--- config.mk ---
export PLATFORM = sky130hd
export DESIGN_NAME = imager_rx_mlane
export DESIGN_NICKNAME = d
export VERILOG_FILES = /design/src/rtl/imager_rx_mlane.sv
export SDC_FILE = /design/constraint.sdc
export NUM_CORES = 1
export LEC_CHECK = 0
export ABC_AREA = 1
export CAP_MARGIN = 30
export CORE_MARGIN = 5
export CORE_UTILIZATION = 58
export CTS_BUF_LIST = sky130_fd_sc_hd__clkbuf_2 sky130_fd_sc_hd__clkbuf_4 sky130_fd_sc_hd__clkbuf_8
export DETAILED_ROUTE_END_ITERATION = 6
export HOLD_SLACK_MARGIN = 0.1
export PLACE_DENSITY = 0.93
export SLEW_MARGIN = 20
export SYNTH_ARGS = -nofsm -noshare
export SYNTH_HDL_FRONTEND = slang
export SYNTH_SLANG_ARGS = --single-unit
--- constraint.sdc ---
create_clock -name clki -period 4.92 [get_ports clki]
set_input_delay 0.984 -clock clki [delete_from_list [all_inputs] [get_ports clki]]
set_output_delay 0.984 -clock clki [all_outputs]
set_load 0.03 [all_outputs]
--- src/rtl/imager_rx_mlane.sv ---
// imager_rx_mlane: multi-lane parallel sensor receiver with per-frame crop window and row-length check
`ifndef DTYPE_WIDTH
`define DTYPE_WIDTH 3
`define DTYPE_FRAME_START 3'd1
`define DTYPE_FRAME_END 3'd2
`define DTYPE_ROW_START 3'd3
`define DTYPE_ROW_END 3'd4
`define DTYPE_PIXEL 3'd5
`endif

module imager_rx_mlane #(
  parameter int PIXEL_WIDTH = 12,
  parameter int DATA_WIDTH = 16,
  parameter int NUM_LANES = 2,
  parameter int DIM_WIDTH = 16
) (
  input  logic clki,
  input  logic resetb_clki,
  input  logic enable,
  input  logic fv,
  input  logic lv,
  input  logic dvi,
  input  logic [NUM_LANES*PIXEL_WIDTH-1:0] datai,
  input  logic left_justify,
  input  logic test_pat,
  input  logic crop_en,
  input  logic [DIM_WIDTH-1:0] crop_row_start,
  input  logic [DIM_WIDTH-1:0] crop_rows,
  input  logic [DIM_WIDTH-1:0] crop_col_start,
  input  logic [DIM_WIDTH-1:0] crop_cols,
  output logic [DIM_WIDTH-1:0] num_rows,
  output logic [DIM_WIDTH-1:0] num_cols,
  output logic [15:0] frame_count,
  output logic row_len_err,
  output logic dvo,
  output logic [`DTYPE_WIDTH-1:0] dtypeo,
  output logic [NUM_LANES*DATA_WIDTH-1:0] datao
);
  localparam int LW = NUM_LANES * PIXEL_WIDTH;
  localparam int CW = DIM_WIDTH > 16 ? DIM_WIDTH : 16;
  localparam logic [DIM_WIDTH-1:0] STEP = DIM_WIDTH'(NUM_LANES);
  localparam logic [DIM_WIDTH-1:0] COL_MASK = ~DIM_WIDTH'(NUM_LANES - 1);
  typedef enum logic [1:0] {S_WAIT, S_IDLE, S_FRAME} state_t;
  state_t r_state, w_state_nxt;
  (* IOB = "TRUE" *) logic r_fv_s, r_lv_s, r_dvi_s;
  (* IOB = "TRUE" *) logic [LW-1:0] r_data_s;
  logic r_fv_ss, r_lv_ss, r_dvi_ss, r_fv_sss, r_en_s;
  logic [LW-1:0] r_data_ss, w_pat;
  logic [DIM_WIDTH-1:0] r_row_cnt, r_col_cnt, r_num_rows, r_num_cols;
  logic [15:0] r_frame_cnt;
  logic r_crop_en, r_fe_d, r_re_d, r_first_seen, r_len_sticky, r_row_len_err;
  logic [DIM_WIDTH-1:0] r_crs, r_crr, r_ccs, r_ccc, r_first_len;
  logic [`DTYPE_WIDTH-1:0] r_a_typ, w_typ, r_dtype;
  logic [LW-1:0] r_a_pix;
  logic [CW-1:0] r_a_ctl, w_ctl;
  logic r_dvo;
  logic [NUM_LANES*DATA_WIDTH-1:0] r_datao, w_datao;
  logic w_fv_rise, w_fv_fall, w_lv_rise, w_lv_fall, w_beat, w_row_in, w_col_in;
  logic w_frm, w_pix, w_fs, w_fe, w_rs, w_re;
  logic [DIM_WIDTH-1:0] w_col_inc, w_col_nxt, w_row_nxt, w_row_idx;
  logic [DIM_WIDTH:0] w_row_end, w_col_end;

  assign w_fv_rise = r_fv_s & ~r_fv_ss;
  assign w_fv_fall = ~r_fv_s & r_fv_ss;
  assign w_lv_rise = r_lv_s & ~r_lv_ss;
  assign w_lv_fall = ~r_lv_s & r_lv_ss;
  assign w_beat = r_fv_ss & r_lv_ss & r_dvi_ss;
  assign w_col_inc = r_col_cnt + (w_beat ? STEP : '0);
  assign w_col_nxt = w_lv_rise ? '0 : w_col_inc;
  assign w_row_nxt = w_fv_rise ? '0 : r_row_cnt + DIM_WIDTH'(w_lv_fall);
  assign w_row_end = {1'b0, r_crs} + {1'b0, r_crr};
  assign w_col_end = {1'b0, r_ccs} + {1'b0, r_ccc};
  assign w_row_in = ~r_crop_en | (r_row_cnt >= r_crs && {1'b0, r_row_cnt} < w_row_end);
  assign w_col_in = ~r_crop_en | (r_col_cnt >= r_ccs && {1'b0, r_col_cnt} < w_col_end);
  assign w_row_idx = r_crop_en ? r_row_cnt - r_crs : r_row_cnt;
  assign w_frm = r_en_s & (r_state == S_FRAME);
  assign w_pix = w_frm & w_beat & w_row_in & w_col_in;
  assign w_fs = r_en_s & (r_state == S_IDLE) & w_fv_rise;
  assign w_fe = w_frm & r_fe_d;
  assign w_rs = w_frm & w_lv_rise & w_row_in;
  assign w_re = w_frm & r_re_d;

  // test pattern uses the coordinates the beat will have once it reaches the _ss stage
  always_comb begin
    w_pat = '0;
    for (int i = 0; i < NUM_LANES; i++)
      w_pat[i*PIXEL_WIDTH +: PIXEL_WIDTH] = PIXEL_WIDTH'(w_row_nxt + w_col_nxt + DIM_WIDTH'(i));
  end

  // pad synchronisers; the pattern replaces sensor data ahead of the second stage
  always_ff @(posedge clki or negedge resetb_clki) begin
    if (!resetb_clki) begin
      {r_fv_s, r_lv_s, r_dvi_s, r_fv_ss, r_lv_ss, r_dvi_ss, r_fv_sss, r_en_s} <= '0;
      r_data_s <= '0;
      r_data_ss <= '0;
    end else begin
      {r_fv_s, r_lv_s, r_dvi_s} <= {fv, lv, dvi};
      {r_fv_ss, r_lv_ss, r_dvi_ss, r_fv_sss} <= {r_fv_s, r_lv_s, r_dvi_s, r_fv_ss};
      r_en_s <= enable;
      r_data_s <= datai;
      r_data_ss <= test_pat ? w_pat : r_data_s;
    end
  end

  // one word per cycle by fixed priority; lower-priority events in the same cycle are dropped
  always_comb begin
    w_typ = w_pix ? `DTYPE_PIXEL : w_fs ? `DTYPE_FRAME_START : w_fe ? `DTYPE_FRAME_END :
            w_rs ? `DTYPE_ROW_START : w_re ? `DTYPE_ROW_END : '0;
    w_ctl = w_pix ? '0 : w_fs ? CW'(r_frame_cnt) : (!w_fe && w_rs) ? CW'(w_row_idx) : '0;
    w_state_nxt = !r_en_s ? S_WAIT :
                  (r_state == S_WAIT && !(r_fv_s | r_fv_ss | r_fv_sss)) ? S_IDLE :
                  (r_state == S_IDLE && w_fv_rise) ? S_FRAME :
                  (r_state == S_FRAME && w_typ == `DTYPE_FRAME_END) ? S_IDLE : r_state;
  end

  // state register
  always_ff @(posedge clki or negedge resetb_clki) begin
    if (!resetb_clki) r_state <= S_WAIT;
    else r_state <= w_state_nxt;
  end

  // counters, crop shadows, delayed falls and row-length tracking
  always_ff @(posedge clki or negedge resetb_clki) begin
    if (!resetb_clki) begin
      {r_row_cnt, r_col_cnt, r_num_rows, r_num_cols, r_first_len} <= '0;
      {r_crs, r_crr, r_ccs, r_ccc} <= '0;
      r_frame_cnt <= '0;
      {r_crop_en, r_fe_d, r_re_d, r_first_seen, r_len_sticky, r_row_len_err} <= '0;
    end else begin
      r_row_cnt <= w_row_nxt;
      r_col_cnt <= w_col_nxt;
      r_frame_cnt <= r_frame_cnt + 16'(w_fv_rise);
      r_fe_d <= w_fv_fall;
      r_re_d <= w_lv_fall & w_row_in;
      if (w_fv_fall) begin
        r_num_rows <= w_row_nxt;
        r_num_cols <= w_col_inc;
      end
      if (w_fv_rise) begin
        r_crop_en <= crop_en;
        r_crs <= crop_row_start;
        r_crr <= crop_rows;
        r_ccs <= crop_col_start & COL_MASK;
        r_ccc <= crop_cols & COL_MASK;
        r_first_seen <= 1'b0;
        r_len_sticky <= 1'b0;
      end else if (w_lv_fall) begin
        r_first_seen <= 1'b1;
        if (!r_first_seen) r_first_len <= w_col_inc;
        else if (w_col_inc != r_first_len) r_len_sticky <= 1'b1;
      end
      if (w_typ == `DTYPE_FRAME_END) r_row_len_err <= r_len_sticky;
    end
  end

  // lane formatting of the selected word
  always_comb begin
    w_datao = '0;
    w_datao[DATA_WIDTH-1:0] = DATA_WIDTH'(r_a_ctl);
    for (int i = 0; i < NUM_LANES; i++)
      if (r_a_typ == `DTYPE_PIXEL)
        w_datao[i*DATA_WIDTH +: DATA_WIDTH] = left_justify ?
          DATA_WIDTH'(r_a_pix[i*PIXEL_WIDTH +: PIXEL_WIDTH]) << (DATA_WIDTH - PIXEL_WIDTH) :
          DATA_WIDTH'(r_a_pix[i*PIXEL_WIDTH +: PIXEL_WIDTH]);
  end

  // select stage then format/output stage
  always_ff @(posedge clki or negedge resetb_clki) begin
    if (!resetb_clki) begin
      r_a_typ <= '0;
      r_a_pix <= '0;
      r_a_ctl <= '0;
      r_dvo <= 1'b0;
      r_dtype <= '0;
      r_datao <= '0;
    end else begin
      r_a_typ <= w_typ;
      r_a_pix <= w_pix ? r_data_ss : '0;
      r_a_ctl <= w_ctl;
      r_dvo <= r_a_typ != '0;
      r_dtype <= r_a_typ;
      r_datao <= w_datao;
    end
  end

  assign num_rows = r_num_rows;
  assign num_cols = r_num_cols;
  assign frame_count = r_frame_cnt;
  assign row_len_err = r_row_len_err;
  assign dvo = r_dvo;
  assign dtypeo = r_dtype;
  assign datao = r_datao;
endmodule
==> impl_metrics.ini, run 1 <==
[placed_design]
portBuffers = 179
hpwl_um = 27900
place.gp.congestion = 0.896
dpl-instance-area_um2 = 17200

[synth]
avgSynthCellArea_um2 = 8.80
syn-cell-area_um2 = 15000
syn_nets = 1921
async_reset_ff_share_pct = 100
ys_ff_latch = 301
synth_edf_count = 0
synthCells = 1711
seq_area_frac_synth_pct = 50.0
yosys_warnings = 0
synthFlopType = dfrtp_1
synth_cell_types = 48

[setup_path]
worst_ep_arrival_time_ns = 4.87
cp_num_buf_inv = 1
reg2reg_from = r_crr[6]$_DFFE_PN0P_
cp_slowest_cell = nand3_1
path_common_cell = nand2_1
reg2reg_depth = 25
end_kind = flop
critPathMaxStageDelay_ns = 0.49
critPathMaxFanout = 16
cp.depth = 25
startpoint = r_crr[6]$_DFFE_PN0P_
startpoint_type = flop
path_delay_family = simple AND/OR/NAND/NOR gates
r2r_end = r_state[0]$_DFFE_PN0P_
cp.required_ns = 5.39
ff2ff_setup_slack_ns = 0.53
critPathKind = reg -> reg
crit_end = r_state[0]$_DFFE_PN0P_

[floorplanning]
rows = 59
die_x_um = 171
die_area_um2 = 29300
boundaryPins = 182
core_area_um2 = 25800
die_h_um = 171
start_util_pct = 58.2

[clock_network]
cts_buffer_depth = 3
cts.htree.levels = 2
cts-buffers-inserted = 48
post_cts_resized = 0
clk_transition_reported_paths_ns = 0.06
cts_tree = yes
cts_hold_buf = 0
cts_setup_buffers = 0
clkSinkCount = 301
root_buffer = clkbuf_8
clk-insertion-delay-late_ns = 0.58

[cells_and_area]
layout-drive-gt1-share_pct = 6.22
final_cell_mix = nand2_1 (431), dfrtp_1 (301), inv_1 (197)
num_antenna_cells = 0
fin_nets = 2124
final_cell_area_um2 = 18300
area_growth_pct = 21.5
final_common_cell = nand2_1

[status]
outcome = finished with violations
violations = design-rule violations

[routing]
firstDrtPassIters = 7
drt_iter0_markers = 1091
drt-wirelength-per-cell_um = 16.7
viasPerCell = 5.54
num_vias = 12600
drc = 4
ant_nets = 0
wirelength_um = 38200

[timing]
clock_skew_ns = 0.0369
rsz0062_at_grt = no
worst_slew_pin_slew_ns = 0.818
fin_crit_ns = 4.39
min_period_over_period_pct = 89.3
slew_headroom_pct = 45.5
hold_violations = 0
clock.fmax_mhz = 228
tns_ns = 0
setup_viol = 0
whs_ns = 0.295
slew_violations = 0

[power_and_ir_drop]
p_total_uw = 6260
internal_power_uw = 4390
leakage_uw = 0.00906
ir_worst_vdd_uv = 249
clkPwrFrac_pct = 35.8
switching_share_pct = 29.8
combinationalPowerShare_pct = 20.3
p_switching_uw = 1860
sequentialPowerShare_pct = 44.0
p_per_area_nw_per_um2 = 342

[global_routing]
grtUsageTotal_pct = 26.3
antenna_found_initial = 0
overflow = 0
grt_max_degree = 140
grt_pass1_vias = 12800
grt_pass1_wl_um = 62400

[hold_path]
min_path_type = in -> async

[job]
maxCapViolations = 0
## power groups by stage
stage / clock, uW / combinational (uW) / sequential (uW)
global route: 2380 / 1420 / 2760
CTS: 2270 / 1260 / 2750
finish: 2240 / 1270 / 2750
detailed placement: 0 / 1240 / 2790
global placement: 0 / 1170 / 2780
floorplan: 0 / 749 / 2810
## cell type report
class	instances	area [um^2]
Inverter	200	751
Timing Repair Buffer	193	1950
Clock buffer	75	951
Clock inverter	6	61.3
Tap cell	335	419
Multi-Input combinational cell	1170	6620
Sequential cell	301	7530
Fill cell	1802	7550
## flip-flops by register name, summed over array words and instances, names as in the netlist, 2 cells and up
signal / cells
r_first_len: 16
num_rows: 16
r_ccc: 15
r_a_ctl: 16
datao: 32
r_state: 2
r_a_typ: 3
dtypeo: 3
r_col_cnt: 16
r_ccs: 15
r_crs: 16
r_data_ss: 24
frame_count: 16
r_crr: 16
r_row_cnt: 16
r_data_s: 24
num_cols: 16
r_a_pix: 24
## cells by family (layout without fill, tap and decap cells)
| group | count (synthesis) | count (layout) | synth area share, % |
|---|---|---|---|
| buffers and inverters | 240 | 474 | 5.99 |
| multiplexers | 1 | 1 | 0.0665 |
| adder cells (fa/ha/maj) | 113 | 113 | 9.59 |
| AND/OR/NAND/NOR | 676 | 676 | 18.4 |
| XOR/XNOR | 82 | 82 | 4.82 |
| AO/OA/AOI/OAI | 298 | 298 | 11.1 |
| flip-flops | 301 | 301 | 50.0 |
## Yosys cell counts (7+ instances only)
master    instances  area [um^2]
nor3_1           32          160
xnor2_1          27          236
nand4_1           8         50.1
nand2_1         431         1620
nand3_1          53          265
o21bai_1         10         75.1
inv_1           197          739
nor2_1          124          465
o21ai_0         132          661
a22oi_1           9         67.6
xor2_1           54          473
ha_1            109         1360
dfrtp_1         301         7530
nor2_2            7         43.8
o22ai_1          23          144
clkbuf_1         37          139
a21oi_1          87          435
## worst min path at each step
stage | startpoint | to | slack [ns] | depth (start not counted)
final | resetb_clki | r_data_s[1]$_DFF_PN0_ | 0.29 | 1
after global routing | resetb_clki | r_data_s[8]$_DFF_PN0_ | 0.30 | 1
after CTS | r_dvi_s$_DFF_PN0_ | r_dvi_ss$_DFF_PN0_ | 0.34 | 0
after detailed placement | r_dvi_s$_DFF_PN0_ | r_dvi_ss$_DFF_PN0_ | 0.34 | 0
after global placement | r_dvi_s$_DFF_PN0_ | r_dvi_ss$_DFF_PN0_ | 0.33 | 0
after floorplan | r_dvi_s$_DFF_PN0_ | r_dvi_ss$_DFF_PN0_ | 0.33 | 0
## metal layers
metal  share of wire [%]  track usage (%)  wire length, um
met3                 8.3             5.89             3150
met1                  40             34.2            15300
met5                   0                0                0
met4                 3.2             8.82             1230
met2                  49             44.2            18500
## per-stage QoR
step	std cells	setup WS [ns]	utilization (%)
after detailed placement	2195	0.653	66.6
after floorplan	1711	1.45	-
final	2280	0.527	70.8
after global routing	2280	0.0546	70.8
after global placement	2194	0.833	66.6
after CTS	2276	0.617	70.5
Note: power is estimated with default switching activity, not from simulation.
==> run 2: changes to the inputs <==
ABC_CLOCK_PERIOD_IN_PS = 4920   (was unset)
==> results of run 2 <==
No change in the layout: final DEF, timing and power equal those of run 1.
==> run 3: changes to the inputs <==
CAP_MARGIN = 20   (was 30)
==> impl_metrics.ini, run 3 (synthesis gave the netlist of run 1 again) <==
[routing]
num_vias = 12600
drt_iter0_markers = 1202
drt-wirelength-per-cell_um = 17.2
firstDrtPassIters = 6
viasPerCell = 5.54
wirelength_um = 39100
ant_nets = 0
drc = 0

[cells_and_area]
final_common_cell = nand2_1
area_growth_pct = 21.6
layout-drive-gt1-share_pct = 6.28
utilization_pct = 70.8
largest_reg_flops = 32
final_cell_mix = nand2_1 (431), dfrtp_1 (301), inv_1 (197)
fin_nets = 2120
num_antenna_cells = 0

[timing]
min_period_over_period_pct = 85.2
fin_crit_ns = 4.19
clock_skew_ns = 0.0110
slew_headroom_pct = 28.9
rsz0062_at_grt = no
setup_viol = 0
tns_ns = 0
worst_slew_pin_slew_ns = 1.06
clock.fmax_mhz = 239
hold_violations = 0
slew_violations = 0
whs_ns = 0.290

[power_and_ir_drop]
p_per_area_nw_per_um2 = 348
leakage_uw = 0.00905
ir_worst_vdd_uv = 244
p_total_uw = 6370

[clock_network]
cts_setup_buffers = 0
cts_tree = yes
root_buffer = clkbuf_8
clkSinkCount = 301
cts.htree.levels = 2
cts_buffer_depth = 3
clk_transition_reported_paths_ns = 0.07
cts-buffers-inserted = 48
clk-insertion-delay-late_ns = 0.57

[floorplanning]
die_x_um = 171
die_area_um2 = 29300
start_util_pct = 58.2
die_h_um = 171
rows = 59
core_area_um2 = 25800
boundaryPins = 182

[setup_path]
cp.required_ns = 5.33
reg2reg_depth = 18
critPathKind = reg -> reg
r2r_end = r_data_ss[22]$_DFF_PN0_
cp_slowest_cell = buf_4
end_kind = flop
path_delay_family = simple AND/OR/NAND/NOR gates
path_common_cell = nor2_1
startpoint_type = flop
cp_num_buf_inv = 4
ff2ff_setup_slack_ns = 0.73
critPathMaxFanout = 108
reg2reg_from = r_fv_s$_DFF_PN0_
critPathMaxStageDelay_ns = 0.75
worst_ep_arrival_time_ns = 4.60
worstPathCellList = inv_1, nor2_4, buf_4, nor2_1, ha_1, fa_1, xor2_1, inv_1, nor2_1, inv_1, nor2_1, nand3_1, nor2_1, nand2_1, nor2_1, nand2_1, xnor2_1, o21ai_0

[placed_design]
place.gp.congestion = 0.896
hpwl_um = 27800
portBuffers = 179

[job]
maxCapViolations = 0

[hold_path]
min_path_type = in -> async

[global_routing]
grt_pass1_vias = 12800
antenna_found_initial = 0
overflow = 0
grt_pass1_wl_um = 63900
grtUsageTotal_pct = 27.1
grt_max_degree = 140

[status]
outcome = complete, no violations
## run 3: how the worst max path moves through the flow
stage	from	to	slack, ns	depth (start not counted)
3_5_place_dp	r_crs[0]$_DFFE_PN0P_	r_state[0]$_DFFE_PN0P_	0.69	24
5_1_grt	r_crs[4]$_DFFE_PN0P_	r_state[0]$_DFFE_PN0P_	0.28	25
3_3_place_gp	r_crs[0]$_DFFE_PN0P_	r_state[0]$_DFFE_PN0P_	0.83	24
2_1_floorplan	r_fv_ss$_DFF_PN0_	r_data_ss[23]$_DFF_PN0_	1.45	17
6_report	r_fv_s$_DFF_PN0_	r_data_ss[22]$_DFF_PN0_	0.73	18
4_1_cts	r_crs[4]$_DFFE_PN0P_	r_state[0]$_DFFE_PN0P_	0.62	25
## run 3: cell type report
type	instances	area (um^2)
fillers	1822	7540
flip-flops and latches	301	7530
multi-input cells	1170	6630
repair buffers	189	1900
clock buffers	74	931
inverters	200	751
well taps	335	419
clock inverters	10	134
## run 3: timing repair
action / CTS / global route
gates resized for setup: 0 / 1
setup endpoints to repair: 0 / 2
hold buffers: 0 / 0
## run 3: power by group
group / leakage (uW) / internal, uW / switching (uW)
Combinational: 0.00452 / 494 / 783
Sequential: 0.00397 / 2630 / 124
Clock: 0.000559 / 1360 / 984
## run 3: stage by stage
stage	area [um^2]	worst slack (ns)	instances
after global routing	18300	0.280	2279
after CTS	18300	0.618	2278
after detailed placement	17200	0.691	2194
final	18300	0.730	2279
after global placement	17200	0.833	2194
after floorplan	15000	1.45	1711
## run 3: per-layer routing
metal  track usage (%)  vias up  part of all wire [%]
met5                 0        -                     0
met1              35.2     6004                    39
met2              46.2      554                    49
li1                  -     5956                     -
met3              5.04      102                   8.2
met4              8.92        0                   3.1
## run 3: worst register-to-register path, delay by kind of cell, from the launching register on
family | cells | cell delay, ns
and+or+nand+nor | 9 | 1.30
buffers and inverters | 4 | 1.04
adders and majority gates | 2 | 0.75
xor gates and xnor gates | 2 | 0.46
DFF | 1 | 0.40
AOI/OAI and AO/OA | 1 | 0.08
==> edit 1 (settings of run 3) <==
The parameter `DATA_WIDTH` goes from 16 to 20.
--- a/src/rtl/imager_rx_mlane.sv
+++ b/src/rtl/imager_rx_mlane.sv
@@ -12,3 +12,3 @@
   parameter int PIXEL_WIDTH = 12,
-  parameter int DATA_WIDTH = 16,
+  parameter int DATA_WIDTH = 20,
   parameter int NUM_LANES = 2,
Interface: changed (resized datao); port bits go from 182 to 190. The function was not compared with the original's and may differ.
==> edit 1 against run 3 <==
Synthesized area grew 2.1%; design area grew 2.1%; clock power grew 2%; worst hold slack improved by 0.069 ns; critical path depth rose by 6; total power rose by 1.7%; routed wire length is 2.1% lower; synthesized cell count grew 1.6%; die area increased by 2.0%; non-clock buffer count is 7 higher; sequential cell count increased by 8; fmax down 2.4%; core utilization increased by 0.90 points; setup slack worse by 0.10 ns; critical endpoint is now r_state[0]; largest power group unchanged.
==> edit 1: results (changes against run 3) <==
metric;value;unit;change
outcome;finished, final reports clean;;
clock skew;0.02036;ns;+0.009399 ns
vias in the first global route;12660;;-1.4%
peak supply drop;0.0002155;V;-12%
min-delay worst type;reg2reg;;
synth warn;0;;unchanged
Largest stage delay, worst path;0.47;ns;-0.28 ns
HPWL after DPL;28.02;mm;+0.80%
DP Area;17590;µm²;+2.3%
Root Buffer;clkbuf_8;;
register share of total power;0.434;;+0.002
wirelength, routed;38.33;mm;-2.1%
R2R Path End;r_state[0];;
via/cell ratio;5.469;;-1.2%
Initial DRT Pass Iterations;5;;-1
RD Place Congestion;0.9274;;+3.5%
Tot GR Track Use;0.2523;;-0.01865
share of post-route cells with drive strength above 1;0.07020;;+0.007445
Crit path max-delay family;simple AND/OR/NAND/NOR gates;;
Worst Reg-to-Reg Cells;24;;+6
cell count after synthesis;1739;;+1.6%
R2R Path Start;r_crs[0];;
I/O Buffers;187;;+4.5%
Resized Gates After CTS;0;;unchanged
Cell Count, Final, Fillers Out;2315;;+1.6%
first-pass GRT wire length;62.96;mm;-1.5%
initial antenna violation count;0;;unchanged
Yosys cell types;48;;unchanged
Pint;0.004594;W;+2.5%
register area share after synthesis;0.5030;;+0.002513
Slowest-stage cell, CP;nand3_2;;
Mapped Nets;1949;;+1.5%
Fin Hold WS;0.3591;ns;+0.06903 ns
Gate power share;0.195;;-0.005
top post-synthesis cells by area;dfrtp_1, nand2_1, ha_1, inv_1, o21ai_0;;
Leakage;9.132;nW;+0.88%
Final Power;0.006479;W;+1.7%
crit path DAT;4.74;ns;+0.14 ns
DRT iter0 DRCs;1136;;-5.5%
worst-path fanout max;28;;-74%
Commonest cells post-synth;nand2_1, dfrtp_1, inv_1;;
Post-synth top flop;dfrtp_1;;
Worst Tran Pin Value;0.9628;ns;-0.09930 ns
Largest register FFs;40;;+25%
Place WS;0.6998;ns;+0.008603 ns
hold path endpoint;r_dvi_ss;;
Nets;2153;;+1.6%
# fillers;1834;;+0.66%
Max H-tree Level;2;;unchanged
largest net degree at the start of global routing;119;;-15%
Worst Hold Depth;0;;
Max clock buf depth;3;;unchanged
## edit 1: cell types whose count changed after synthesis, moves of 4 or more
cell	delta
inv_1	+5
buf_1	+4
nand2_1	+5
nor2_1	+6
dfrtp_1	+8
buf_2	+4
nand3_2	+6
o21ai_0	+5
nor3_1	-4
clkbuf_1	-6
a22oi_1	-4
o22ai_1	-7
nand3_1	-7
## edit 1: area by class of cell
type | instances | area, µm² | area share
tap | 335 | 419.2 | 0.02242
inverter | 205 | 770.7 | 0.04123
clock buffer | 72 | 915.9 | 0.04900
timing repair buffer | 196 | 1957 | 0.1047
clock inverter | 15 | 178.9 | 0.009572
multi-input combinational | 1183 | 6718 | 0.3594
sequential | 309 | 7732 | 0.4137
## edit 1: how the worst max path moves through the flow
stage,startpoint,end,slack (ns),cells past startpoint
3_3_place_gp,r_crs[0],r_state[0],0.89,24
4_1_cts,r_crs[0],r_state[0],0.64,24
3_5_place_dp,r_crs[0],r_state[0],0.70,24
6_report,r_crs[0],r_state[0],0.63,24
5_1_grt,r_crs[0],r_state[0],0.20,24
2_1_floorplan,r_fv_ss,r_data_ss[22],1.66,16
## edit 1: routing by layer
| layer | global-route usage | wire [µm] |
|---|---|---|
| met3 | 0.04258 | 2622 |
| met1 | 0.3345 | 15880 |
| met2 | 0.4234 | 18540 |
| met5 | 0 | 0 |
| met4 | 0.08877 | 1289 |
## edit 1: cell families (layout without fill, tap and decap cells)
logic type	after synthesis	count (layout)	share of synthesized area
AO/OA/AOI/OAI	294	294	0.1061
XOR/XNOR	82	82	0.04721
adder cells (fa/ha/maj)	113	113	0.09393
buffers and inverters	247	488	0.06080
flip-flops	309	309	0.5030
multiplexers	1	1	0.0006512
AND/OR/NAND/NOR	693	693	0.1883
==> edit 2 (settings of run 3) <==
Without the edit above. Encoding of `state_t`: now one-hot (3 bits for 3 states).
--- a/src/rtl/imager_rx_mlane.sv
+++ b/src/rtl/imager_rx_mlane.sv
@@ -42,3 +42,3 @@
   localparam logic [DIM_WIDTH-1:0] COL_MASK = ~DIM_WIDTH'(NUM_LANES - 1);
-  typedef enum logic [1:0] {S_WAIT, S_IDLE, S_FRAME} state_t;
+  typedef enum logic [2:0] {S_WAIT = 3'b001, S_IDLE = 3'b010, S_FRAME = 3'b100} state_t;
   state_t r_state, w_state_nxt;
Formal check against the unedited RTL: no difference found for any inputs over 10 cycles, from zero or initial values and one cycle with resetb_clki low; not proved beyond that.
==> edit 2 against run 3 <==
Total power about the same; design area increased by 0.40%; critical endpoint unchanged; critical path type unchanged; critical path depth unchanged; sequential cell count increased by 1; via count decreased by 0.25%; routed wire length decreased by 2.2%; synthesized area increased by 0.40%; synthesized cell count increased by 0.88%; count of clock-buffer cells in the layout decreased by 2; sequential power about the same; largest power group unchanged; setup slack improved by 0.026 ns.
==> edit 2: results (changes against run 3) <==
metric;value;unit;change
register area share after synthesis;0.5002;;about the same
crit path DAT;4.62;ns;+0.02 ns
# fillers;1828;;+0.33%
top post-synthesis cells by area;dfrtp_1, nand2_1, ha_1, inv_1, o21ai_0;;
largest net degree at the start of global routing;130;;-7.1%
Yosys cell types;49;;+2.1%
Layout clock buffers;72;;-2.7%
share of post-route cells with drive strength above 1;0.06870;;+0.005945
Largest stage delay, worst path;0.43;ns;-0.32 ns
clock skew;0.02118;ns;+0.01023 ns
NonClk Buf Share;0.1028;;-0.001235
first-pass GRT wire length;62.51;mm;-2.2%
Initial DRT Pass Iterations;5;;-1
vias in the first global route;12720;;-1.0%
clock net sink count;302;;+0.33%
TritonCTS buffer count;49;;+2.1%
worst-path fanout max;4;;-96%
peak supply drop;0.0002436;V;-0.22%
Non-clock inverters;207;;+3.5%
outcome;finished, final reports clean;;
RD Place Congestion;0.8882;;-0.85%
Nets;2136;;+0.75%
Max H-tree Level;2;;unchanged
Crit path max-delay family;simple AND/OR/NAND/NOR gates;;
min-delay worst type;reg2reg;;
Setup crit start;r_fv_ss;;
Slowest-stage cell, CP;dfrtp_1;;
I/O Buffers;179;;unchanged
initial antenna violation count;0;;unchanged
cell count after synthesis;1726;;+0.88%
Leakage;9.101;nW;+0.53%
via/cell ratio;5.471;;-1.2%
r2r setup slk;0.76;ns;+0.03 ns
wirelength, routed;38.28;mm;-2.2%
Commonest cells post-synth;nand2_1, dfrtp_1, inv_1;;
Worst Tran Pin Value;0.9299;ns;-0.1322 ns
Plain + repair buffers;188;;-0.53%
multi-input gate share of total cell area;0.3603;;-0.001932
ClkCell Share;0.05965;;+0.001469
Mapped Nets;1936;;+0.78%
FF/Latch Area;7559;µm²;+0.35%
clk pwr;0.00238;W;
# placed instances;2210;;+0.73%
Root Buffer;clkbuf_8;;
Cell Count, Final, Fillers Out;2300;;+0.92%
R2R Path End;r_data_ss[22];;
Gate power share;0.194;;-0.006
DRT iter0 DRCs;1223;;+1.7%
Pint;0.004454;W;-0.62%
HPWL after DPL;27.74;mm;-0.21%
multi-input gates;1178;;+0.68%
Tot GR Track Use;0.2616;;-0.009321
## edit 2: cell count changes after synthesis, moves of 3 or more
cell            run 3  this run
a31oi_1             6         9
nor2_1            124       140
o21ai_0           132       120
nor3_1             32        28
nand3_1            53        49
nand2_1           431       434
xnor2_1            27        18
inv_1             197       193
o21ai_1             0        14
inv_2               1        10
xor2_1             54        58
## edit 2: cell families (layout without fill, tap and decap cells)
family	count (synthesis)	count (layout)	synth area share
simple gates	689	689	0.1858
flops	302	302	0.5002
fa+ha+maj	113	113	0.09556
xor+xnor	78	78	0.04695
buf+inv	246	485	0.06202
mux	1	1	0.0006625
compound gates	297	297	0.1087
## edit 2: through the flow
stage / power (W) / instance area (µm²) / utilization / setup slack [ns]
3_3_place_gp: 0.003930 / 17280 / 0.6688 / 1.037
4_1_cts: 0.006383 / 18380 / 0.7112 / 0.8103
3_5_place_dp: 0.004006 / 17280 / 0.6688 / 0.8823
6_report: 0.006367 / 18380 / 0.7112 / 0.7560
2_1_floorplan: 0.003558 / 15110 / - / 1.470
5_1_grt: 0.006682 / 18380 / 0.7112 / 0.3927
## edit 2: worst min-delay path by stage
stage          startpoint        to  slack, ns
6_report          r_dvi_s  r_dvi_ss       0.36
5_1_grt           r_dvi_s  r_dvi_ss       0.38
4_1_cts           r_dvi_s  r_dvi_ss       0.36
3_5_place_dp      r_dvi_s  r_dvi_ss       0.35
3_3_place_gp      r_dvi_s  r_dvi_ss       0.34
2_1_floorplan     r_dvi_s  r_dvi_ss       0.33
## edit 2: metal layers
layer | GRT usage | wire (µm)
met2 | 0.4333 | 18390
met3 | 0.05355 | 3020
met1 | 0.3473 | 15580
met4 | 0.08991 | 1295
met5 | 0 | 0
